$ cat src/rtl/axi_lite_mmap_pkg.sv
// Shared constants and types for the AXI4-Lite memory-mapped CSR block.
// Holds the address map (base, stride, register count), bus widths,
// response codes, the register-index type and the handshake state encodings.
package axi_lite_mmap_pkg;

  localparam int unsigned NUM_REGS           = 4;
  localparam int unsigned C_S_AXI_DATA_WIDTH = 32;
  localparam int unsigned C_S_AXI_ADDR_WIDTH = 32;

  localparam int unsigned IDX_W        = $clog2(NUM_REGS);
  localparam int unsigned DATA_W       = C_S_AXI_DATA_WIDTH;
  localparam int unsigned ADDR_W       = C_S_AXI_ADDR_WIDTH;
  localparam int unsigned STRB_W       = DATA_W / 8;

  localparam int unsigned BASE_ADDR    = 32'h0001_0000;
  localparam int unsigned REG_STRIDE   = 32'h0000_4000;
  localparam int unsigned WINDOW       = NUM_REGS * REG_STRIDE;
  localparam int unsigned STRIDE_SHIFT = $clog2(REG_STRIDE);

  localparam logic [1:0] RESP_OKAY     = 2'b00;
  localparam logic [1:0] RESP_DECERR   = 2'b11;

  typedef logic [IDX_W-1:0] reg_idx_t;

  typedef enum logic [1:0] {
    W_IDLE   = 2'd0,
    W_ACCEPT = 2'd1,
    W_RESP   = 2'd2
  } wr_state_e;

  typedef enum logic [1:0] {
    R_IDLE   = 2'd0,
    R_ACCEPT = 2'd1,
    R_DATA   = 2'd2
  } rd_state_e;

endpackage

$ cat src/rtl/axi_lite_mmap_regfile.sv
// Byte-strobed register bank with one write port and one combinational read port.
// Ports:
//   clock, reset      : rising-edge clock, asynchronous active-high reset (clears all regs)
//   wr_en             : commit the write this edge
//   wr_idx/wr_data    : target register and data
//   wr_strb           : per-byte lane enables; disabled lanes keep their value
//   rd_idx            : read select
//   rd_data_c         : combinational read of the current (pre-write) register value
module axi_lite_mmap_regfile
  import axi_lite_mmap_pkg::*;
(
  input  logic              clock,
  input  logic              reset,
  input  logic              wr_en,
  input  reg_idx_t          wr_idx,
  input  logic [DATA_W-1:0] wr_data,
  input  logic [STRB_W-1:0] wr_strb,
  input  reg_idx_t          rd_idx,
  output logic [DATA_W-1:0] rd_data_c
);

  logic [DATA_W-1:0] regs_q [NUM_REGS];
  logic [DATA_W-1:0] regs_d [NUM_REGS];

  // Merge enabled byte lanes into the selected register.
  always_comb begin
    regs_d = regs_q;
    if (wr_en) begin
      for (int unsigned b = 0; b < STRB_W; b++) begin
        if (wr_strb[b]) begin
          regs_d[wr_idx][8*b +: 8] = wr_data[8*b +: 8];
        end
      end
    end
  end

  always_ff @(posedge clock or posedge reset) begin
    if (reset) begin
      for (int unsigned i = 0; i < NUM_REGS; i++) begin
        regs_q[i] <= '0;
      end
    end else begin
      regs_q <= regs_d;
    end
  end

  // Reads see the registered value, so a same-edge write is not visible yet.
  assign rd_data_c = regs_q[rd_idx];

endmodule

$ cat src/rtl/axi_lite_slave_mmap_4x32x32_r4.sv
// AXI4-Lite slave exposing four 32-bit CSRs at BASE_ADDR + n*REG_STRIDE.
// Ports:
//   clock, reset                 : rising-edge clock, asynchronous active-high reset
//   S_AXI_AW*/S_AXI_W*/S_AXI_B*  : write address, write data, write response channels
//   S_AXI_AR*/S_AXI_R*           : read address and read data channels
//   S_AXI_AWPROT/S_AXI_ARPROT    : accepted but ignored
// Write and read channels run independent handshake FSMs; every bus output is a flop.
module axi_lite_slave_mmap_4x32x32_r4
  import axi_lite_mmap_pkg::*;
(
  input  logic                          clock,
  input  logic                          reset,
  input  logic [C_S_AXI_ADDR_WIDTH-1:0] S_AXI_AWADDR,
  input  logic [2:0]                    S_AXI_AWPROT,
  input  logic                          S_AXI_AWVALID,
  output logic                          S_AXI_AWREADY,
  input  logic [C_S_AXI_DATA_WIDTH-1:0] S_AXI_WDATA,
  input  logic [C_S_AXI_DATA_WIDTH/8-1:0] S_AXI_WSTRB,
  input  logic                          S_AXI_WVALID,
  output logic                          S_AXI_WREADY,
  output logic [1:0]                    S_AXI_BRESP,
  output logic                          S_AXI_BVALID,
  input  logic                          S_AXI_BREADY,
  input  logic [C_S_AXI_ADDR_WIDTH-1:0] S_AXI_ARADDR,
  input  logic [2:0]                    S_AXI_ARPROT,
  input  logic                          S_AXI_ARVALID,
  output logic                          S_AXI_ARREADY,
  output logic [C_S_AXI_DATA_WIDTH-1:0] S_AXI_RDATA,
  output logic [1:0]                    S_AXI_RRESP,
  output logic                          S_AXI_RVALID,
  input  logic                          S_AXI_RREADY
);

  wr_state_e         wr_state_q, wr_state_d;
  logic              awready_q, awready_d;
  logic              wready_q, wready_d;
  logic              bvalid_q, bvalid_d;
  logic [1:0]        bresp_q, bresp_d;

  rd_state_e         rd_state_q, rd_state_d;
  logic              arready_q, arready_d;
  logic              rvalid_q, rvalid_d;
  logic [1:0]        rresp_q, rresp_d;
  logic [DATA_W-1:0] rdata_q, rdata_d;

  logic [ADDR_W-1:0] aw_off_c, ar_off_c;
  logic              aw_in_range_c, ar_in_range_c;
  reg_idx_t          aw_idx_c, ar_idx_c;
  logic              wr_hs_c, rd_hs_c;
  logic              wr_en_c;
  logic [DATA_W-1:0] rd_data_c;
  logic              unused_prot_c;

  assign unused_prot_c = ^{S_AXI_AWPROT, S_AXI_ARPROT};

  // Address decode: the offset compare also rejects addresses below the base
  // because the subtraction wraps to a large value there.
  always_comb begin
    aw_off_c      = S_AXI_AWADDR - ADDR_W'(BASE_ADDR);
    ar_off_c      = S_AXI_ARADDR - ADDR_W'(BASE_ADDR);
    aw_in_range_c = (S_AXI_AWADDR >= ADDR_W'(BASE_ADDR)) && (aw_off_c < ADDR_W'(WINDOW));
    ar_in_range_c = (S_AXI_ARADDR >= ADDR_W'(BASE_ADDR)) && (ar_off_c < ADDR_W'(WINDOW));
    aw_idx_c      = IDX_W'(aw_off_c >> STRIDE_SHIFT);
    ar_idx_c      = IDX_W'(ar_off_c >> STRIDE_SHIFT);
  end

  assign wr_hs_c = awready_q && S_AXI_AWVALID && wready_q && S_AXI_WVALID;
  assign rd_hs_c = arready_q && S_AXI_ARVALID;
  assign wr_en_c = wr_hs_c && aw_in_range_c;

  axi_lite_mmap_regfile u_regfile (
    .clock     (clock),
    .reset     (reset),
    .wr_en     (wr_en_c),
    .wr_idx    (aw_idx_c),
    .wr_data   (S_AXI_WDATA),
    .wr_strb   (S_AXI_WSTRB),
    .rd_idx    (ar_idx_c),
    .rd_data_c (rd_data_c)
  );

  // Write channel: accept only when address and data are both present,
  // then hold the response until the master takes it.
  always_comb begin
    wr_state_d = wr_state_q;
    awready_d  = 1'b0;
    wready_d   = 1'b0;
    bvalid_d   = bvalid_q;
    bresp_d    = bresp_q;
    case (wr_state_q)
      W_IDLE: begin
        if (S_AXI_AWVALID && S_AXI_WVALID && !awready_q && !bvalid_q) begin
          awready_d  = 1'b1;
          wready_d   = 1'b1;
          wr_state_d = W_ACCEPT;
        end
      end
      W_ACCEPT: begin
        if (wr_hs_c) begin
          bvalid_d   = 1'b1;
          bresp_d    = aw_in_range_c ? RESP_OKAY : RESP_DECERR;
          wr_state_d = W_RESP;
        end else begin
          // Master withdrew its request; drop back without responding.
          wr_state_d = W_IDLE;
        end
      end
      W_RESP: begin
        if (S_AXI_BREADY) begin
          bvalid_d   = 1'b0;
          wr_state_d = W_IDLE;
        end
      end
      default: wr_state_d = W_IDLE;
    endcase
  end

  // Read channel: data is captured at the address handshake and held until taken.
  always_comb begin
    rd_state_d = rd_state_q;
    arready_d  = 1'b0;
    rvalid_d   = rvalid_q;
    rresp_d    = rresp_q;
    rdata_d    = rdata_q;
    case (rd_state_q)
      R_IDLE: begin
        if (S_AXI_ARVALID && !arready_q && !rvalid_q) begin
          arready_d  = 1'b1;
          rd_state_d = R_ACCEPT;
        end
      end
      R_ACCEPT: begin
        if (rd_hs_c) begin
          rvalid_d   = 1'b1;
          rresp_d    = ar_in_range_c ? RESP_OKAY : RESP_DECERR;
          rdata_d    = ar_in_range_c ? rd_data_c : '0;
          rd_state_d = R_DATA;
        end else begin
          rd_state_d = R_IDLE;
        end
      end
      R_DATA: begin
        if (S_AXI_RREADY) begin
          rvalid_d   = 1'b0;
          rd_state_d = R_IDLE;
        end
      end
      default: rd_state_d = R_IDLE;
    endcase
  end

  always_ff @(posedge clock or posedge reset) begin
    if (reset) begin
      wr_state_q <= W_IDLE;
      awready_q  <= 1'b0;
      wready_q   <= 1'b0;
      bvalid_q   <= 1'b0;
      bresp_q    <= 2'b00;
      rd_state_q <= R_IDLE;
      arready_q  <= 1'b0;
      rvalid_q   <= 1'b0;
      rresp_q    <= 2'b00;
      rdata_q    <= '0;
    end else begin
      wr_state_q <= wr_state_d;
      awready_q  <= awready_d;
      wready_q   <= wready_d;
      bvalid_q   <= bvalid_d;
      bresp_q    <= bresp_d;
      rd_state_q <= rd_state_d;
      arready_q  <= arready_d;
      rvalid_q   <= rvalid_d;
      rresp_q    <= rresp_d;
      rdata_q    <= rdata_d;
    end
  end

  assign S_AXI_AWREADY = awready_q;
  assign S_AXI_WREADY  = wready_q;
  assign S_AXI_BVALID  = bvalid_q;
  assign S_AXI_BRESP   = bresp_q;
  assign S_AXI_ARREADY = arready_q;
  assign S_AXI_RVALID  = rvalid_q;
  assign S_AXI_RRESP   = rresp_q;
  assign S_AXI_RDATA   = rdata_q;

endmodule

$ cat config.mk
export PLATFORM = sky130hd
export DESIGN_NAME = axi_lite_slave_mmap_4x32x32_r4
export DESIGN_NICKNAME = d
export VERILOG_FILES = /design/src/rtl/axi_lite_mmap_pkg.sv /design/src/rtl/axi_lite_mmap_regfile.sv /design/src/rtl/axi_lite_slave_mmap_4x32x32_r4.sv
export SDC_FILE = /design/constraint.sdc
export NUM_CORES = 1
export LEC_CHECK = 0
export CAP_MARGIN = 5
export CORE_MARGIN = 5
export CORE_UTILIZATION = 40
export DETAILED_ROUTE_END_ITERATION = 8
export GPL_ROUTABILITY_DRIVEN = 0
export PLACE_DENSITY_LB_ADDON = 0.25
export REMOVE_ABC_BUFFERS = 1
export SYNTH_ARGS = -nofsm -noshare
export SYNTH_HDL_FRONTEND = slang
export SYNTH_SLANG_ARGS = --single-unit
$ cat constraint.sdc
create_clock -name clock -period 13.3 [get_ports clock]
set_clock_uncertainty 0.15 [all_clocks]
set_input_delay 1.995 -clock clock [delete_from_list [all_inputs] [get_ports clock]]
set_output_delay 1.995 -clock clock [all_outputs]
set_load 0.02 [all_outputs]
==> results.toml, run 1 <==
[final_layout]
fillers = 1562
syn2layout_area_growth_pct = 25.8
drive_above_1_share_pct = 33.6
finalNetCount = 752
num_antenna_cells = 0
final_util_pct = 51.0
final_area_um2 = 9540

[clocking]
clkSlewWorstSetupHoldPaths_ps = 70
cts.sinks = 170
clock_latency_ps = 420
root_buffer = "clkbuf_16"
cts_tree = "done"
htreeDepth = 4
cts_max_path_buffers = 2
post_cts_buffers = 0
cts-buffers-inserted = 17
cts_repair_resize_count = 0
cts_hold_buf = 0

[floorplanning]
die-area_um2 = 21800
start_util_pct = 40.5
die_w_um = 148
core-area_um2 = 18700
num_rows = 50
fp.dieH_um = 148
pin_count = 154

[grt]
antenna_found_initial = 0
grt_overflow = 0
grt_pass1_wl_um = 28600
grt_use_total_pct = 16.8
grt_max_degree = 101
grt_pass1_vias = 5383

[timing]
finalCriticalPeriod_ps = 4320
worst_slew_pin_slew_ps = 1030
setup_viol = 0
rsz0062_at_grt = "false"
fin_setup_tns_ps = 0
hold_viol = 0
maxSlewViolCount = 0
fmax_ghz = 0.231
slew_headroom_pct = 31.4
period_share_pct = 32.5

[worst_setup_path]
end_kind = "flip-flop"
r2r_cells = 4
crit_required_ps = 13450
crit-reg2reg-launch = "S_AXI_WREADY$_DFF_PP0_"
cpMaxStageDelayCell = "clkdlybuf4s50_1"
cp-start-kind = "input port"
worstPathMaxFanout = 10
worstSetupPathType = "in2reg"
r2r_slack_ps = 10810
crit_arrival_ps = 4470
timing.rr.end = "u_regfile.regs_q[8]$_DFFE_PP0P_"
max_stage_delay_ps = 1010
path_cells = "clkdlybuf4s50_1, inv_1, or3_1, mux2_4"

[placement]
hpwl_um = 11600
portBuffers = 119
dpl-instance-area_um2 = 8990

[power]
p_leak_nw = 4.37
ir_drop_uv = 92.6
powerDensity_nw_per_um2 = 113

[drt]
vias_per_cell = 5.26
drt-initial-drc-count = 194
antenna_left = 0
vias = 4659
routed_wl_um = 17300
wl_per_cell_um = 19.6
drcViolationCount = 0
first_pass_iters = 4

[synth]
synth_area_leaders = "dfrtp_1 (56%), mux2_2 (17%), mux4_2 (9.5%)"
synth.largest_area_cell = "dfrtp_1"
netlist_instances = 519
synth_area_um2 = 7580
synth_cell_type_count = 39
yosysSeqAreaShare_pct = 56.1
synth_area_per_cell_um2 = 14.6
yosys.area.top_type_share_pct = 56.1
ys_ff_latch = 170
yosysWarningCount = 0

[hold_path]
hp-start = "S_AXI_RDATA[6]$_DFFE_PP0P_"
hold_path.class = "reg2reg"
min_to = "S_AXI_RDATA[6]$_DFFE_PP0P_"
whs_path_depth = 2

[flow_run]
cap_violations = 0

[status]
run_status = "completed"
layout by cell type (no fill, tap or decap), drive strengths merged, types with 4 or more instances in the layout:
cell type,instances
buf,7
clkbuf,19
clkdlybuf4s50,117
clkinv,6
clkinvlp,4
dfrtp,170
inv,6
mux2,129
mux4,32
nand2,68
nand4,6
nor2,8
nor3,17
nor4b,5
o21ai,38
metal layers:
metal / routed length [um] / vias up / GRT usage [%]
li1: - / 2136 / -
met5: 0 / - / 0
met3: 674 / 21 / 4.23
met2: 9130 / 91 / 29.7
met1: 7260 / 2411 / 20.3
met4: 273 / 0 / 5.03
how the worst max path moves through the flow:
| stage | start | endpoint | slack [ps] | depth (start not counted) |
|---|---|---|---|---|
| 5_1_grt | S_AXI_AWADDR[14] | u_regfile.regs_q[75]$_DFFE_PP0P_ | 8790 | 5 |
| 6_report | S_AXI_AWADDR[14] | u_regfile.regs_q[27]$_DFFE_PP0P_ | 8980 | 4 |
| 3_5_place_dp | S_AXI_AWADDR[14] | u_regfile.regs_q[78]$_DFFE_PP0P_ | 8500 | 5 |
| 3_3_place_gp | S_AXI_AWADDR[14] | u_regfile.regs_q[29]$_DFFE_PP0P_ | 8560 | 4 |
| 4_1_cts | S_AXI_AWADDR[14] | u_regfile.regs_q[72]$_DFFE_PP0P_ | 8950 | 5 |
| 2_1_floorplan | reset | S_AXI_ARREADY$_DFF_PP0_ | 6550 | 1 |
sequential cells by signal, summed over array words and instances (netlist names):
register,flops
wr_state_q,2
S_AXI_RVALID,1
u_regfile.regs_q,128
S_AXI_RDATA,32
S_AXI_BRESP,1
S_AXI_BVALID,1
S_AXI_WREADY,1
S_AXI_RRESP,1
rd_state_q,2
S_AXI_ARREADY,1
critical path, delay by kind of cell:
kind,cells,cell delay [ps]
buf+inv,2,1360
mux,1,390
simple gates,1,710
cells by family (layout without fill, tap and decap cells):
family | count (synthesis) | after routing | synth area share, %
muxes | 161 | 161 | 29.1
and+or+nand+nor | 119 | 119 | 10.3
DFF | 170 | 170 | 56.1
xor gates and xnor gates | 1 | 1 | 0.116
AOI/OAI and AO/OA | 41 | 41 | 2.76
buffers and inverters | 27 | 160 | 1.70
cells in the mapped netlist:
cell type  count
a21o_1         1
a21oi_1        1
a31oi_1        1
and2_1         2
and3_1         1
buf_1          2
buf_2          7
buf_4          3
buf_6          1
clkbuf_1      10
dfrtp_1      170
inv_1          4
mux2_1         5
mux2_2       116
mux2_4         8
mux4_2        32
nand2_1       68
nand2b_1       1
nand3_1        2
nand4_1        1
nand4_2        3
nand4_4        2
nand4b_1       1
nand4b_2       1
nor2_1         4
nor2_2         4
nor2b_1        2
nor3_1         5
nor3_2         1
nor3_4        11
nor4_1         1
nor4_4         1
nor4b_1        3
nor4b_2        1
nor4b_4        1
o21ai_0       38
or3_1          2
or4_1          1
xor2_1         1
per-stage QoR:
step | hold WS [ps] | cells | total power, mW | setup slack (ps)
final | 326 | 886 | 1.08 | 8980
after detailed placement | 320 | 854 | 0.628 | 8500
after CTS | 336 | 886 | 1.09 | 8950
after global placement | 312 | 854 | 0.625 | 8560
after floorplan | 302 | 496 | 0.570 | 6550
after global routing | 358 | 886 | 1.12 | 8790
cell type report:
class | count | area, um2 | share of cell area [%]
Sequential cell | 170 | 4250 | 44.6
Multi-Input combinational cell | 322 | 3200 | 33.5
Timing Repair Buffer | 124 | 1220 | 12.8
Clock buffer | 19 | 433 | 4.54
Tap cell | 234 | 293 | 3.07
Clock inverter | 13 | 123 | 1.29
Inverter | 4 | 20.0 | 0.210
report_power, final:
group / internal, mW / switching (mW)
Clock: 0.259 / 0.204
Combinational: 0.0410 / 0.0462
Sequential: 0.523 / 0.00551
Total: 0.823 / 0.255
Power figures use the tool's default switching activity.
==> inputs of run 2 (changes only) <==
- clock period: 13.3 -> 4.43 ns (I/O delays scaled with it)
==> run 2 against run 1 <==
Die area unchanged. Core utilization increased by 0.080 points. Global-route usage about the same. Worst hold slack worse by 3.5 ps. Non-clock buffer count increased by 2. Clock power grew to 3.0 times the previous value. Sequential share of layout area shrank 0.070 points. Largest power group unchanged. Highest routed layer unchanged.
==> results.toml, run 2 (same netlist as run 1, synthesis figures left out) <==
[power]
p_leak_nw = 4.38
ir_drop_uv = 327
powerDensity_nw_per_um2 = 339
finalPower_mw = 3.24

[status]
run_status = "completed"

[timing]
fin_setup_tns_ps = 0
setup_viol = 0
worst_slew_pin_slew_ps = 1060
slew_headroom_pct = 29.4
maxSlewViolCount = 0
whs_ps = 323
fmax_ghz = 0.357
finalCriticalPeriod_ps = 2800
period_share_pct = 63.3
fin_ws_ps = 1630
rsz0062_at_grt = "false"
hold_viol = 0

[flow_run]
cap_violations = 0

[clocking]
cts.sinks = 170
cts_repair_resize_count = 0
htreeDepth = 4
cts_max_path_buffers = 2
clkSlewWorstSetupHoldPaths_ps = 60
root_buffer = "clkbuf_16"
post_cts_buffers = 0
cts_tree = "done"
cts_hold_buf = 0
clock_latency_ps = 430
cts-buffers-inserted = 17

[worst_setup_path]
crit_required_ps = 4580
max_stage_delay_ps = 660
path_delay_family = "simple AND/OR/NAND/NOR gates"
path_cells = "clkdlybuf4s50_1, nor4_4, nand4_4, or3_1, mux2_4"
end_kind = "flip-flop"
worstSetupPathType = "in2reg"
worstPathMaxFanout = 8
crit_arrival_ps = 2960
cp-start-kind = "input port"
cpMaxStageDelayCell = "or3_1"
critPathBufInv = 1

[floorplanning]
core-area_um2 = 18700
die-area_um2 = 21800
num_rows = 50
pin_count = 154
die_w_um = 148
fp.dieH_um = 148
start_util_pct = 40.5

[final_layout]
final_cells = 888
final_util_pct = 51.1
finalNetCount = 754
num_antenna_cells = 0
largest_register_ffs = 128
largest-register = "u_regfile.regs_q"
layout_common_cells = "dfrtp_1 (170), clkdlybuf4s50_1 (117), mux2_2 (116), nand2_1 (68), o21ai_0 (38)"
final_area_um2 = 9560
layout_commonest_cell = "dfrtp_1"
syn2layout_area_growth_pct = 26.0
drive_above_1_share_pct = 33.2

[grt]
antenna_found_initial = 0
grt_overflow = 0
grt_use_total_pct = 16.7
grt_pass1_wl_um = 28500
grt_max_degree = 70
grt_pass1_vias = 5251

[placement]
portBuffers = 119
hpwl_um = 11900
place_ws_ps = 1160
dpl-instance-area_um2 = 9010
dp_cells = 856

[drt]
drcViolationCount = 0
first_pass_iters = 4
vias_per_cell = 5.24
routed_wl_um = 17400
wl_per_cell_um = 19.6
drt-initial-drc-count = 206
vias = 4654
antenna_left = 0

[hold_path]
hold_path.class = "reg2reg"
-- run 2: worst paths after layout --
| check | start | end | slack, ps | cells past startpoint |
|---|---|---|---|---|
| worst max register to register | S_AXI_WREADY$_DFF_PP0_ | u_regfile.regs_q[12]$_DFFE_PP0P_ | 1980 | 4 |
| worst max-delay path | S_AXI_AWADDR[21] | u_regfile.regs_q[30]$_DFFE_PP0P_ | 1630 | 5 |
| min in group asynchronous | reset | S_AXI_RDATA[17]$_DFFE_PP0P_ | 540 | 2 |
| worst min-delay path | S_AXI_RDATA[6]$_DFFE_PP0P_ | S_AXI_RDATA[6]$_DFFE_PP0P_ | 320 | 2 |
| max in group asynchronous | reset | u_regfile.regs_q[25]$_DFFE_PP0P_ | 2650 | 3 |
| worst min register to register | S_AXI_RDATA[6]$_DFFE_PP0P_ | S_AXI_RDATA[6]$_DFFE_PP0P_ | 320 | 2 |
-- run 2: routing by layer --
metal,track usage (%),vias up,share of wire [%]
met2,29.5,75,53
li1,-,2133,-
met5,0,-,0
met3,3.46,26,3.0
met1,20.7,2420,42
met4,5.17,0,1.8
-- run 2: where the power goes --
part	switching (mW)	internal [mW]
combinational	0.140	0.126
clock	0.585	0.801
sequential	0.0171	1.57
total	0.742	2.50
-- run 2: final cells by class --
class,instances,area (um2)
flip-flops and latches,170,4250
multi-input cells,322,3200
clock buffers,25,475
fillers,1587,9150
repair buffers,126,1250
clock inverters,7,67.6
well taps,234,293
inverters,4,20.0
-- run 2: worst reg2reg max path, cell delays in order (launching register included) --
cell,delay [ps]
dfrtp_1,450
nor4b_2,430
nand4_2,330
nor3_4,560
mux2_2,410
